--- config.mk ---
export PLATFORM = sky130hd
export DESIGN_NAME = enc4x2
export DESIGN_NICKNAME = d
export VERILOG_FILES = /design/src/rtl/enc4x2.sv
export SDC_FILE = /design/constraint.sdc
export NUM_CORES = 1
export LEC_CHECK = 0
export CAP_MARGIN = 10
export CORE_AREA = 2 2 39 41
export CTS_CLUSTER_SIZE = 20
export DETAILED_ROUTE_END_ITERATION = 8
export DIE_AREA = 0 0 41 43
export MAX_ROUTING_LAYER = met4
export SLEW_MARGIN = 0
export SYNTH_ARGS = -nofsm -noshare
export SYNTH_HDL_FRONTEND = slang
export SYNTH_SLANG_ARGS = --single-unit
export TNS_END_PERCENT = 50
--- constraint.sdc ---
create_clock -name clk -period 1.4 [get_ports clk]
set_input_delay 0.28 -clock clk [delete_from_list [all_inputs] [get_ports clk]]
set_output_delay 0.28 -clock clk [all_outputs]
set_load 0.02 [all_outputs]
--- src/rtl/enc4x2.sv ---
`default_nettype none
// ============================================================================
// Module   : enc4x2
// Purpose  : 4-to-2 event encoder with sticky pending bits, a valid/ready
//            output handshake and a sticky overflow flag. Each event line
//            x0..x3 sets a pending bit. The encoder grants one pending index
//            at a time and presents its 2-bit code on {y1,y0} until the
//            consumer accepts it.
// Ports    : clk       - single clock, rising edge
//            rst       - synchronous, active-high reset
//            x0..x3    - event lines (x3 = highest index)
//            rdy       - consumer ready; handshake = vld & rdy at an edge
//            y1,y0     - registered code of the granted event (y1 = MSB)
//            vld       - code valid (high while in HOLD)
//            ovf       - sticky overflow: an event arrived on an index that
//                        was still pending and was not being cleared
// Config   : ENC4X2_RR_EN - when defined, selection is round-robin and
//            starts after the last granted index. When undefined, the
//            highest pending index wins (fixed priority).
// Revision : 1.0 - initial release
// ============================================================================
module enc4x2 (
    input  logic clk,
    input  logic rst,
    input  logic x0,
    input  logic x1,
    input  logic x2,
    input  logic x3,
    input  logic rdy,
    output logic y1,
    output logic y0,
    output logic vld,
    output logic ovf
);

    typedef enum logic [0:0] {
        ST_IDLE = 1'b0,
        ST_HOLD = 1'b1
    } state_t;

    state_t      r_state;
    state_t      w_state_nxt;
    logic [3:0]  r_p;
    logic [1:0]  r_code;
    logic        r_ovf;

    logic [3:0]  w_x;
    logic        w_hs;
    logic [3:0]  w_clr;
    logic [3:0]  w_cand;
    logic [3:0]  w_p_nxt;
    logic        w_ovf_set;
    logic [1:0]  w_sel;
    logic        w_load;

    assign w_x  = {x3, x2, x1, x0};
    assign w_hs = (r_state == ST_HOLD) && rdy;

    // The bit of the code being accepted at this edge. It is zero outside a
    // handshake, so w_cand is simply r_p in IDLE.
    assign w_clr  = w_hs ? (4'b0001 << r_code) : 4'b0000;
    assign w_cand = r_p & ~w_clr;

    // A new event on the same index as the accepted code re-arms that bit.
    // It is a fresh event, not an overflow.
    assign w_p_nxt   = w_cand | w_x;
    assign w_ovf_set = |(w_x & w_cand);

`ifdef ENC4X2_RR_EN
    logic [1:0] r_ptr;

    // Search order is ptr+1, ptr+2, ptr+3, ptr+4 (mod 4). The loop runs
    // backwards so that the last match it finds is the first one in that order.
    always_comb begin
        w_sel = 2'd0;
        for (int k = 4; k >= 1; k--) begin
            if (w_cand[r_ptr + 2'(k)]) begin
                w_sel = r_ptr + 2'(k);
            end
        end
    end

    always_ff @(posedge clk) begin
        if (rst) begin
            r_ptr <= 2'd3;
        end else if (w_load) begin
            r_ptr <= w_sel;
        end
    end
`else
    // Ascending scan. The last match wins, so the highest pending index is
    // selected.
    always_comb begin
        w_sel = 2'd0;
        for (int i = 0; i < 4; i++) begin
            if (w_cand[i]) begin
                w_sel = 2'(i);
            end
        end
    end
`endif

    // Next-state logic and load of the code register.
    always_comb begin
        w_state_nxt = r_state;
        w_load      = 1'b0;
        case (r_state)
            ST_IDLE: begin
                if (|w_cand) begin
                    w_load      = 1'b1;
                    w_state_nxt = ST_HOLD;
                end
            end
            ST_HOLD: begin
                // The code stays frozen until it is accepted. A higher-priority
                // arrival does not cause a new selection.
                if (rdy) begin
                    if (|w_cand) begin
                        w_load = 1'b1;
                    end else begin
                        w_state_nxt = ST_IDLE;
                    end
                end
            end
            default: begin
                w_state_nxt = ST_IDLE;
            end
        endcase
    end

    always_ff @(posedge clk) begin
        if (rst) begin
            r_state <= ST_IDLE;
            r_p     <= 4'b0000;
            r_code  <= 2'd0;
            r_ovf   <= 1'b0;
        end else begin
            r_state <= w_state_nxt;
            r_p     <= w_p_nxt;
            r_ovf   <= r_ovf | w_ovf_set;
            if (w_load) begin
                r_code <= w_sel;
            end
        end
    end

    assign y1  = r_code[1];
    assign y0  = r_code[0];
    assign vld = (r_state == ST_HOLD);
    assign ovf = r_ovf;

endmodule
`default_nettype wire
==> results of run 1 <==
[power breakdown]
part           leakage (nW)  internal [mW]  switching [mW]
Combinational         0.168         0.0850          0.0746
Clock                0.0138         0.0982          0.0795
Sequential           0.0677          0.252          0.0271
Total                 0.249          0.435           0.181
[registers in the layout (all words and copies together) (netlist names)]
| name | count |
|---|---|
| r_code | 2 |
| vld | 1 |
| ovf | 1 |
| r_p | 4 |
[stage by stage]
step	util (%)	TNS [ns]	hold slack (ns)	setup slack (ns)	cells
after floorplan	-	0	0.339	0.0259	39
after global placement	38.4	-1.53	0.468	-0.353	70
after detailed placement	38.4	-1.47	0.473	-0.364	70
after CTS	40.6	-0.122	0.486	-0.0891	73
after global routing	42.0	0	0.519	0.00473	73
final	42.0	0	0.479	0.0806	73
[final cells by class]
class	instances	area share, %
Multi-Input combinational cell	26	37.9
Sequential cell	8	28.2
Timing Repair Buffer	15	23.3
Clock buffer	3	3.88
Tap cell	16	3.45
Inverter	5	3.23
[path summary, 6_finish.rpt]
path                          startpoint                     end  depth (start not counted)
hold / removal            ovf$_SDFF_PP0_          ovf$_SDFF_PP0_                          1
setup / recovery  r_code[0]$_SDFFE_PP0P_  r_code[0]$_SDFFE_PP0P_                          4
setup reg to reg  r_code[0]$_SDFFE_PP0P_  r_code[0]$_SDFFE_PP0P_                          4
hold reg to reg           ovf$_SDFF_PP0_          ovf$_SDFF_PP0_                          1
[timing repair]
item                       4_1_cts  5_1_grt
hold buffers                     0        0
setup endpoints to repair        7        4
resized for setup                6        5
pin swaps                        0        1
[cell families (layout without fill, tap and decap cells)]
family          after synthesis  count (layout)  synth area share [%]
compound gates               17              17                  37.2
simple gates                  8               8                  10.5
mux                           1               1                  4.05
flops                         8               8                  43.2
buf+inv                       5              23                  5.07
[cell usage in the layout, fill, tap and decap left out, types with 2 or more instances in the layout]
cell             n
inv_1            5
dfxtp_1          5
clkbuf_4         3
o21a_1           3
clkdlybuf4s50_1  5
a21oi_1          3
a31o_1           2
buf_4            5
nor2_1           2
dlygate4sd2_1    4
dfxtp_2          3
[metal layers]
layer  track usage (%)  vias up  wire [µm]
li1                  -      180          -
met1              16.9      151        405
met2              16.9        5        429
met3              1.57        2         33
met4              10.0        0          4
met5                 -        -          0
==> run metrics, run 1 <==
H-tree levels 1; Data arrival, critical path 1.48 ns; die area 1760 µm²; layout cells sized above 1 33.3%; Worst Path Max Fanout 6; fin crit period 1.32 ns; total power 0.617 mW; nets@finish 66; startpoint types flop; Worst-path clk slew 0.05 ns; number of warnings issued by yosys 0; Main synth FF type dfxtp_1; CP required 1.56 ns; Slew Viols, Final 0; Worst-Margin Slew 0.264 ns; post-synth top area share 43.2%; final wirelength 873 µm; multi-input logic area 220 µm²; CTS tree yes; CORE AREA 1380 µm²; fmax 0.758 GHz; Crit path max-delay family flip-flops; Synth Cell Area 370 µm²; Crit path largest cell delay 0.41 ns; top post-synthesis cells by area dfxtp_1, o21a_1, inv_1; worst reg2reg setup slack 0.08 ns; Die Ht 43 µm; root buf cell clkbuf_4; pwr dens 1060 nW/µm²; MaxCap Viol Count 0; RSZ-0062 raised after global routing false; #FFs+latches synth 8; Synth-to-Final Area Change 56.8%; WL/cell 12.0 µm; Syn Inst Count 39; post-synthesis sequential area ratio 43.2%; LEAKAGE 0.249 nW; total CTS buffers 3; class of the most critical setup path reg2reg; DR pass1 iterations 3; Sink Count 8; # Post-CTS Setup Buffers 0; run status complete, no violations; Yosys cell types 21; Synth Area per Inst 9.50 µm²; Fill cells 142; largest net degree at the start of global routing 7; global route total overflow 0; clock latency on the worst-skew pair 0.25 ns; CP bufs+invs 0; post-route ant nets 0; max_slew headroom 82.4%; Worst Skew 0.000908 ns; Vias/cell 4.63; Final Hold Viols 0; hold crit path type reg2reg; synthesized net count 46; initial core utilization 26.8%; Period Utilization, post-route 94.2%; worst-path cell chain mux2_4 -> o22ai_4 -> nand3_2 -> a221oi_2; register area 164 µm²; Worst setup EP type flop; placed instance area 532 µm²; initial antenna violation count 0; synth cell count leaders dfxtp_1, inv_1, a21oi_1, o21a_1; port bufs 10; final setup vio count 0; post-synth top area cell dfxtp_1; post-synthesis async set-or-reset flop share 0%; top-count cell post-synth dfxtp_1; DR vias 338; Final Cell Area 581 µm²; Ports 11; worst vdd ir 0.339 mV; EDFF count, synth 0; RePlAce Congestion 0.820; DP HPWL 653 µm; Site Rows 14; Antenna diodes 0; slowest CP cell dfxtp_2; global-route total usage across every layer 12.8%; Remaining DRCs 0; initial DRC count 6; number of global-route vias before repair 348; global-route wire length before repair 1470 µm; die span in x 41 µm; Bufs on Longest Clock Path 2
No activity file was read; power rests on OpenSTA's default activity.
==> run 2: changes to the inputs <==
--- a/config.mk
+++ b/config.mk
@@ -5,6 +5,8 @@
 export SDC_FILE = /design/constraint.sdc
 export NUM_CORES = 1
 export LEC_CHECK = 0
+export ABC_AREA = 0
+export ABC_CLOCK_PERIOD_IN_PS = 1400
 export CAP_MARGIN = 10
 export CORE_AREA = 2 2 39 41
 export CTS_CLUSTER_SIZE = 20
==> results of run 2 <==
Final layout, timing and power as in run 1 (identical DEF).
